[config.mk]
export PLATFORM = sky130hd
export DESIGN_NAME = sha256_msg_schedule
export DESIGN_NICKNAME = d
export VERILOG_FILES = /design/src/rtl/sha256_msg_schedule.sv
export SDC_FILE = /design/constraint.sdc
export NUM_CORES = 1
export LEC_CHECK = 0
export BUFFER_PORTS_ARGS = -buffer_cell sky130_fd_sc_hd__buf_4
export CELL_PAD_IN_SITES_DETAIL_PLACEMENT = 1
export CELL_PAD_IN_SITES_GLOBAL_PLACEMENT = 2
export CORE_AREA = 2 2 269 298
export CTS_CLUSTER_DIAMETER = 120
export DETAILED_ROUTE_END_ITERATION = 16
export DIE_AREA = 0 0 271 300
export PLACE_DENSITY_LB_ADDON = 0.2
export REMOVE_ABC_BUFFERS = 1
export SLEW_MARGIN = 20
export SYNTH_ARGS = -nofsm -noshare
export SYNTH_HDL_FRONTEND = slang
export SYNTH_SLANG_ARGS = --single-unit
[constraint.sdc]
create_clock -name clk_i -period 4.2 [get_ports clk_i]
set_input_delay 0.21 -clock clk_i [delete_from_list [all_inputs] [get_ports clk_i]]
set_output_delay 0.21 -clock clk_i [all_outputs]
set_load 0.1 [all_outputs]
[src/rtl/sha256_msg_schedule.sv]
// SHA-256 message schedule: loads a 512-bit block as 16 words and streams the
// round words W[0..NumRounds-1] (optionally pre-added with K[t]) over a
// valid/ready handshake. Every output is a flop; w_ready_i only steers the
// next-state logic.
`timescale 1ns/1ps
module sha256_msg_schedule #(
    parameter int NumRounds = 64,
    parameter bit AddK      = 1'b0
) (
    input  logic        clk_i,
    input  logic        rst_i,
    input  logic        clear_i,
    input  logic        word_valid_i,
    input  logic [31:0] word_i,
    output logic        word_ready_o,
    output logic        w_valid_o,
    output logic [31:0] w_o,
    output logic [5:0]  w_idx_o,
    output logic        w_last_o,
    input  logic        w_ready_i
);

    typedef enum logic [1:0] {IDLE, LOAD, EMIT} state_t;

    localparam logic [5:0] LAST_T = 6'(NumRounds - 1);

    localparam logic [31:0] K_TAB [64] = '{
        32'h428a2f98, 32'h71374491, 32'hb5c0fbcf, 32'he9b5dba5, 32'h3956c25b, 32'h59f111f1, 32'h923f82a4, 32'hab1c5ed5,
        32'hd807aa98, 32'h12835b01, 32'h243185be, 32'h550c7dc3, 32'h72be5d74, 32'h80deb1fe, 32'h9bdc06a7, 32'hc19bf174,
        32'he49b69c1, 32'hefbe4786, 32'h0fc19dc6, 32'h240ca1cc, 32'h2de92c6f, 32'h4a7484aa, 32'h5cb0a9dc, 32'h76f988da,
        32'h983e5152, 32'ha831c66d, 32'hb00327c8, 32'hbf597fc7, 32'hc6e00bf3, 32'hd5a79147, 32'h06ca6351, 32'h14292967,
        32'h27b70a85, 32'h2e1b2138, 32'h4d2c6dfc, 32'h53380d13, 32'h650a7354, 32'h766a0abb, 32'h81c2c92e, 32'h92722c85,
        32'ha2bfe8a1, 32'ha81a664b, 32'hc24b8b70, 32'hc76c51a3, 32'hd192e819, 32'hd6990624, 32'hf40e3585, 32'h106aa070,
        32'h19a4c116, 32'h1e376c08, 32'h2748774c, 32'h34b0bcb5, 32'h391c0cb3, 32'h4ed8aa4a, 32'h5b9cca4f, 32'h682e6ff3,
        32'h748f82ee, 32'h78a5636f, 32'h84c87814, 32'h8cc70208, 32'h90befffa, 32'ha4506ceb, 32'hbef9a3f7, 32'hc67178f2
    };

    function automatic logic [31:0] rotr(input logic [31:0] x, input int n);
        return (x >> n) | (x << (32 - n));
    endfunction

    function automatic logic [31:0] sig0(input logic [31:0] x);
        return rotr(x, 7) ^ rotr(x, 18) ^ (x >> 3);
    endfunction

    function automatic logic [31:0] sig1(input logic [31:0] x);
        return rotr(x, 17) ^ rotr(x, 19) ^ (x >> 10);
    endfunction

    state_t      state, state_next;
    logic [31:0] win [16];
    logic [31:0] win_next [16];
    logic [3:0]  cnt, cnt_next;
    logic [5:0]  t, t_next;
    logic        load_hs, emit_hs;

    logic        ready_next, valid_next, last_next;
    logic [31:0] w_next;
    logic [5:0]  idx_next;

    // State register
    always_ff @(posedge clk_i) begin
        if (rst_i) state <= IDLE;
        else       state <= state_next;
    end

    // Next-state logic: sliding 16-word window; clear beats any handshake
    always_comb begin
        state_next = state;
        cnt_next   = cnt;
        t_next     = t;
        win_next   = win;
        load_hs    = (state == LOAD) && word_valid_i && word_ready_o;
        emit_hs    = (state == EMIT) && w_valid_o && w_ready_i;
        if (clear_i) begin
            state_next = LOAD;
            cnt_next   = 4'd0;
            t_next     = 6'd0;
        end else begin
            case (state)
                IDLE: state_next = LOAD;
                LOAD: begin
                    if (load_hs) begin
                        for (int i = 0; i < 15; i++) win_next[i] = win[i + 1];
                        win_next[15] = word_i;
                        cnt_next     = cnt + 4'd1;
                        if (cnt == 4'd15) begin
                            state_next = EMIT;
                            t_next     = 6'd0;
                        end
                    end
                end
                EMIT: begin
                    if (emit_hs) begin
                        // win[0..15] hold W[t..t+15]; the new tail is W[t+16]
                        for (int i = 0; i < 15; i++) win_next[i] = win[i + 1];
                        win_next[15] = sig1(win[14]) + win[9] + sig0(win[1]) + win[0];
                        if (t == LAST_T) begin
                            state_next = LOAD;
                            t_next     = 6'd0;
                            cnt_next   = 4'd0;
                        end else begin
                            t_next = t + 6'd1;
                        end
                    end
                end
                default: state_next = IDLE;
            endcase
        end
    end

    // Output logic: next values of the registered outputs, derived from next state
    always_comb begin
        ready_next = (state_next == LOAD);
        valid_next = (state_next == EMIT);
        idx_next   = t_next;
        last_next  = valid_next && (t_next == LAST_T);
        w_next     = win_next[0] + (AddK ? K_TAB[t_next] : 32'h0);
    end

    // Datapath and output registers
    always_ff @(posedge clk_i) begin
        if (rst_i) begin
            for (int i = 0; i < 16; i++) win[i] <= 32'h0;
            cnt          <= 4'd0;
            t            <= 6'd0;
            word_ready_o <= 1'b0;
            w_valid_o    <= 1'b0;
            w_o          <= 32'h0;
            w_idx_o      <= 6'd0;
            w_last_o     <= 1'b0;
        end else begin
            win          <= win_next;
            cnt          <= cnt_next;
            t            <= t_next;
            word_ready_o <= ready_next;
            w_valid_o    <= valid_next;
            w_o          <= w_next;
            w_idx_o      <= idx_next;
            w_last_o     <= last_next;
        end
    end

endmodule

==> results of run 1 <==
==> what timing repair did <==
| action | 4_1_cts | 5_1_grt |
|---|---|---|
| resized for setup | 12 | 53 |
| buffers inserted | 0 | 2 |
| hold buffers | 21 | 0 |
| endpoints found under the setup margin | 6 | 19 |
| gates cloned | 0 | 0 |
| endpoints found under the hold margin | 25 | 0 |
| pin swaps | 1 | 30 |
==> sequential cells by signal, indices dropped and copies added (netlist names) <==
register,count
w_valid_o,1
cnt,4
state,2
word_ready_o,1
w_last_o,1
t,6
win,512
==> power groups by stage <==
stage               Clock, mW  Combinational [mW]  Sequential, mW
detailed placement          0               0.540            5.15
floorplan                   0               0.237            5.15
CTS                      6.00               0.558            5.04
global placement            0               0.537            5.15
global route             6.20               0.608            5.04
finish                   5.81               0.551            5.04
==> logic make-up (layout without fill, tap and decap cells) <==
logic type      Yosys count  count (layout)  share of synthesized area
flops                   527             527                      0.453
xor+xnor                145             145                     0.0545
simple gates           1134            1134                      0.191
buf+inv                 386             475                     0.0677
fa+ha+maj                99              99                     0.0731
compound gates          651             651                      0.153
mux                      19              19                    0.00821
==> cell usage in the layout, fill, tap and decap left out, drive strengths merged, types with 6 or more instances in the layout <==
master / count
nor3b: 7
o21ai: 26
a21o: 17
a21boi: 6
xnor2: 86
clkinv: 19
dlygate4sd3: 21
nand2: 995
bufinv: 12
a31oi: 6
nor2: 66
a21oi: 531
mux2i: 18
inv: 130
a211oi: 22
nor3: 12
xor2: 59
dfxtp: 527
o22ai: 6
buf: 213
clkbuf: 79
nand4: 9
fa: 62
ha: 37
nor2b: 6
==> area by class of cell <==
class,count,area share
clock buffers,79,0.0600
well taps,1045,0.0465
inverters,129,0.0172
repair buffers,234,0.0740
clock inverters,33,0.0177
multi-input cells,2048,0.408
flip-flops and latches,527,0.376
==> metal layers <==
| layer | GRT usage | vias to the layer above | routed length [µm] |
|---|---|---|---|
| li1 | - | 9548 | - |
| met1 | 0.249 | 9401 | 36000 |
| met2 | 0.307 | 201 | 35300 |
| met3 | 0.0282 | 107 | 2590 |
| met4 | 0.0527 | 2 | 2070 |
| met5 | 0 | - | 8 |
==> final timing paths <==
check,start,end,slack (ns)
setup reg to reg,win[62]$_SDFFE_PP0P_,win[26]$_SDFFE_PP0P_,0.16
setup / recovery,win[62]$_SDFFE_PP0P_,win[26]$_SDFFE_PP0P_,0.16
hold / removal,rst_i,win[329]$_SDFFE_PP0P_,0.03
hold reg to reg,win[316]$_SDFFE_PP0P_,win[348]$_SDFFE_PP0P_,0.44
==> worst register-to-register path, delay by kind of cell (launching register included) <==
kind / cells / cell delay, ns
xor+xnor: 3 / 0.44
simple gates: 2 / 0.31
buf+inv: 3 / 0.40
compound gates: 5 / 1.02
fa+ha+maj: 3 / 1.34
flops: 1 / 0.38
==> metrics.md, run 1 <==
| Metric | Value |
|---|---|
| Status | `finished clean` |
| Clock transition at path regs | `around 0.060 ns` |
| Critical Path RT | `4.70 ns` |
| Worst Path Buf+Inv | `3` |
| Fin Setup TNS | `0 ns` |
| Leak Pwr | `9.93 nW` |
| Mean routed wirelength per cell | `18.6 µm` |
| Min Tclk post-route | `roughly 4.0 ns` |
| Unique masters post-synth | `66` |
| Crit. End Element | `flop` |
| Worst-path maximum fanout | `4` |
| Synth cell count leaders | `995 x nand2_1, 530 x a21oi_1, 527 x dfxtp_1` |
| Clk_lat worst skew | `0.65 ns` |
| Core Footprint | `0.0782 mm²` |
| Syn Area/Cell | `7.87 µm²` |
| Synthesized area | `0.0233 mm²` |
| Number of global-route vias before repair | `between 15000 and 20000` |
| Max-slew headroom | `0.371` |
| Clock Sinks | `527` |
| Cells on Worst Hold Path | `2` |
| Total CTS buffers | `61` |
| Final Hold Viols | `0` |
| Antenna violations before repair | `1` |
| Initial DRC Count | `1005` |
| Routed wire length | `76000 µm` |
| DRC viols | `0` |
| CP Class | `flop to flop` |
| Setup ws final | `0.163 ns` |
| CP Launch Type | `flop` |
| Vias per inst | `4.70` |
| Sequential Power Share | `0.442` |
| Clock share of power | `0.509` |
| Final setup vio count | `0` |
| Max IR drop VDD | `approximately 0.32 mV` |
| Tot Pwr | `11.4 mW` |
| Slew @ Worst Pin | `roughly 0.94 ns` |
| Yosys top cell area share | `0.453` |
| Grt ovf | `0` |
| Worst path cell trace | `buf_4, xor2_1, xnor2_1, fa_1, fa_1, inv_1, ha_4, a21oi_2, o21ai_0, nor3_4, a31oi_4, buf_4, a221oi_4, xnor2_1, a221oi_1, nor2_1` |
| Die Area | `0.0813 mm²` |
| Hold Slack | `0.0252 ns` |
| Worst Path Arrival | `4.53 ns` |
| CP max-delay cell | `fa_1` |
| Multi-input logic area | `0.0115 mm²` |
| Most used DFF post-synth | `dfxtp_1` |
| Final Wtd Congestion | `0.906` |
| Final Util | `0.359` |
| Period utilization | `0.961` |
| H-tree level count | `2` |
| Nets@finish | `3137` |
| Post-route ant nets | `0` |
| Placed inst area | `0.0254 mm²` |
| Drt first pass iters | `5` |
| Area delta synth->final | `20.5%` |
| Largest net degree at the start of global routing | `around 170` |
| Sw Share | `0.233` |
| Top-count cell post-synth | `nand2_1` |
| Top delay family on crit path | `adder cells` |
| Pre-CTS WS | `-0.248 ns` |
| Initial Util | `0.298` |
| Dominant cell type by area after synthesis | `dfxtp_1` |
| Post-synth EDFFs | `0` |
| WP depth | `16` |
| FP Rows | `108` |
| CTS root buffer | `clkbuf_16` |
| R2R cell count | `16` |
| Combinational fraction of design power | `0.048` |
| Final instance area | `~0.028 mm²` |
| Via count | `19259` |
| Post-DP HPWL | `between 50000 and 60000 µm` |
| Fill count | `9250` |
| CTS Buffer Depth | `3` |
| Placed Instances | `3960` |
| HP Class | `input port to flop` |
| CTS tree | `done` |
| Flip-flop and latch area | `about 0.011 mm²` |
| Slew Viols, Final | `0` |
| Net Sw Power | `2.66 mW` |
| Sequential share of the synthesized area | `0.453` |
| Total of max-cap violations | `0` |
| F_max | `roughly 250 MHz` |
| ANT cells | `0` |
| PD cells | `406 mW/mm²` |
| Die width | `between 200 and 300 µm` |
| Ys async rst share | `0` |
| Die height | `300 µm` |
| First-pass GRT wire length | `~120000 µm` |
| Number of port buffers | `77` |
| Worst-case clock skew | `0.0282 ns` |
| Yosys reg bits | `between 500 and 600` |
| Main area contributors after synthesis | `dfxtp_1 45%, nand2_1 16%, a21oi_1 11%, fa_1 5.3%, clkbuf_1 3.5%` |
| Syn. warnings | `0` |
| Layout cells sized above 1 | `0.126` |
| Mapped Cells | `2961` |
| Slowest cell delay on critical path | `0.57 ns` |
| Ports | `78` |
| Final Non-Filler Cells | `4095` |
| Internal Power | `8.74 mW` |
| Total track usage | `0.185` |
(Power assumes the default switching activity.)
==> run 2, diff against run 1 <==
- CORE_AREA: 2 2 269 298 -> 2 2 282 284
- DIE_AREA: 0 0 271 300 -> 0 0 284 286
==> metrics.md, run 2 (synthesized netlist as in run 1, its figures left out) <==
| Metric | Value |
|---|---|
| R2R cell count | `17` |
| First-pass GRT wire length | `117000 µm` |
| Fin Setup TNS | `0 ns` |
| PD cells | `401 mW/mm²` |
| Number of global-route vias before repair | `19873` |
| Max IR drop VDD | `0.294 mV` |
| HP Class | `input port to flop` |
| Crit. End Element | `flop` |
| Crit path launch | `win[54]$_SDFFE_PP0P_` |
| H-tree level count | `2` |
| Post-route ant nets | `0` |
| Critical Path RT | `4.75 ns` |
| Vias per inst | `about 4.7` |
| Clock transition at path regs | `0.06 ns` |
| Clk_lat worst skew | `0.64 ns` |
| Initial Util | `0.298` |
| Max FFs per register | `512` |
| Number of port buffers | `77` |
| R2R Path Start | `win[54]$_SDFFE_PP0P_` |
| CTS tree | `done` |
| Via count | `just under 20000` |
| Total CTS buffers | `61` |
| Status | `finished clean` |
| Antenna violations before repair | `3` |
| Most flop-heavy register | `win` |
| CP Class | `flop to flop` |
| Largest net degree at the start of global routing | `144` |
| Max-slew headroom | `0.327` |
| Wire length on met3 | `2410 µm` |
| Final setup vio count | `0` |
| Nets@finish | `approximately 3100` |
| Commonest non-fill, non-tap cell in the layout | `nand2_1` |
| Biggest regs | `win: 512 flops, t: 6 flops, cnt: 4 flops` |
| F_max | `between 200 and 250 MHz` |
| M1 WL | `36300 µm` |
| Reg2reg setup slack | `roughly 0.12 ns` |
| Routed wire length | `roughly 76000 µm` |
| Total of max-cap violations | `0` |
| Die height | `between 200 and 300 µm` |
| Slew @ Worst Pin | `1.01 ns` |
| Reg2reg end | `win[16]$_SDFFE_PP0P_` |
| CTS root buffer | `clkbuf_16` |
| Crit path capture | `win[16]$_SDFFE_PP0P_` |
| Mean routed wirelength per cell | `18.4 µm` |
| Final Wtd Congestion | `~0.88` |
| Most frequent cells in the layout | `994 x nand2_1, 521 x a21oi_1, 514 x dfxtp_1` |
| Worst-path maximum fanout | `4` |
| Final Hold Viols | `0` |
| Area delta synth->final | `19.8%` |
| Core Footprint | `0.0784 mm²` |
| Grt ovf | `0` |
| Min Tclk post-route | `4.08 ns` |
| Worst Path Arrival | `4.63 ns` |
| Tot Pwr | `11.2 mW` |
| CP Launch Type | `flop` |
| Clock Sinks | `around 530` |
| Die width | `between 200 and 300 µm` |
| Initial DRC Count | `1013` |
| FP Rows | `103` |
| Worst-case clock skew | `between 0.02 and 0.025 ns` |
| ANT cells | `0` |
| Met2 WL | `34700 µm` |
| Total track usage | `0.183` |
| Post-DP HPWL | `~53000 µm` |
| Top layer in use | `met5` |
| Drt first pass iters | `4` |
| Slew Viols, Final | `0` |
| Die Area | `0.0812 mm²` |
| Layout cells sized above 1 | `0.126` |
| Ports | `78` |
| Period utilization | `0.971` |
| Leak Pwr | `9.86 nW` |
| DRC viols | `0` |
| CTS Buffer Depth | `3` |
-- run 2: cell types whose count changed in the layout (fill, tap and decap cells not counted), sizes merged --
cell,change
bufinv,-4
dlygate4sd3,-2
buf,+2
clkinv,-6
clkinvlp,-1
clkbuf,+10
inv,+1
-- run 2: stage by stage --
step | setup slack [ns] | std cells | hold WS (ns) | cell area, µm² | utilization
2_1_floorplan | -17.38 | 2704 | 0.279 | 22200 | -
4_1_cts | 0.000289 | 4096 | 0.0101 | 27700 | 0.353
3_3_place_gp | -0.00879 | 3965 | 0.436 | 25300 | 0.323
6_report | 0.121 | 4100 | 0.0382 | 27900 | 0.357
5_1_grt | -0.000830 | 4100 | 0.0535 | 27900 | 0.357
3_5_place_dp | -0.0620 | 3965 | 0.445 | 25300 | 0.323
-- run 2: layer usage --
layer | vias up | global-route usage
met4 | 2 | 0.0574
met3 | 113 | 0.0256
met1 | 9565 | 0.248
met2 | 232 | 0.302
met5 | - | 0
li1 | 9538 | -
-- run 2: cell type report --
| cell class | count | area, µm² |
|---|---|---|
| clock buffer | 89 | 1780 |
| timing repair buffer | 234 | 1960 |
| tap | 1050 | 1310 |
| sequential | 527 | 10600 |
| inverter | 129 | 484 |
| clock inverter | 23 | 345 |
| fill | 9395 | 50400 |
| multi-input combinational | 2048 | 11500 |
-- run 2: worst max-delay path: stages (launching register included) --
cell and delay [ns]:
dfxtp_4 0.35, buf_4 0.14, xor2_1 0.14, xnor2_1 0.21, fa_1 0.47, fa_1 0.54, inv_1 0.06, ha_4 0.21
buf_6 0.12, and4_1 0.19, a221o_1 0.38, a31oi_4 0.25, buf_6 0.14, buf_6 0.09, a31oi_1 0.09, xor2_1 0.25
mux2i_1 0.14, a211oi_2 0.21
-- run 2: power by group --
part | total, mW | internal [mW] | leakage [nW] | switching (mW)
Clock | 5.62 | 3.42 | 1.05 | 2.20
Combinational | 0.536 | 0.149 | 4.55 | 0.386
Sequential | 5.04 | 5.02 | 4.25 | 0.0193
Total | 11.2 | 8.59 | 9.86 | 2.60
-- run 2: worst min path at each step --
| stage | from | to | slack (ns) | cells past startpoint |
|---|---|---|---|---|
| 2_1_floorplan | rst_i | win[100]$_SDFFE_PP0P_ | 0.28 | 1 |
| 3_3_place_gp | win[262]$_SDFFE_PP0P_ | win[294]$_SDFFE_PP0P_ | 0.44 | 2 |
| 3_5_place_dp | win[78]$_SDFFE_PP0P_ | win[110]$_SDFFE_PP0P_ | 0.44 | 2 |
| 4_1_cts | word_i[25] | win[25]$_SDFFE_PP0P_ | 0.01 | 3 |
| 5_1_grt | word_i[25] | win[25]$_SDFFE_PP0P_ | 0.05 | 3 |
| 6_report | word_i[25] | win[25]$_SDFFE_PP0P_ | 0.04 | 3 |
-- run 2: timing repair --
action                                  4_1_cts  5_1_grt
setup buffers                                 0        4
pin swaps                                     5       28
hold buffers                                 19        0
hold endpoints to repair                     23        0
endpoints found under the setup margin       11       20
gates resized for setup                      11       55
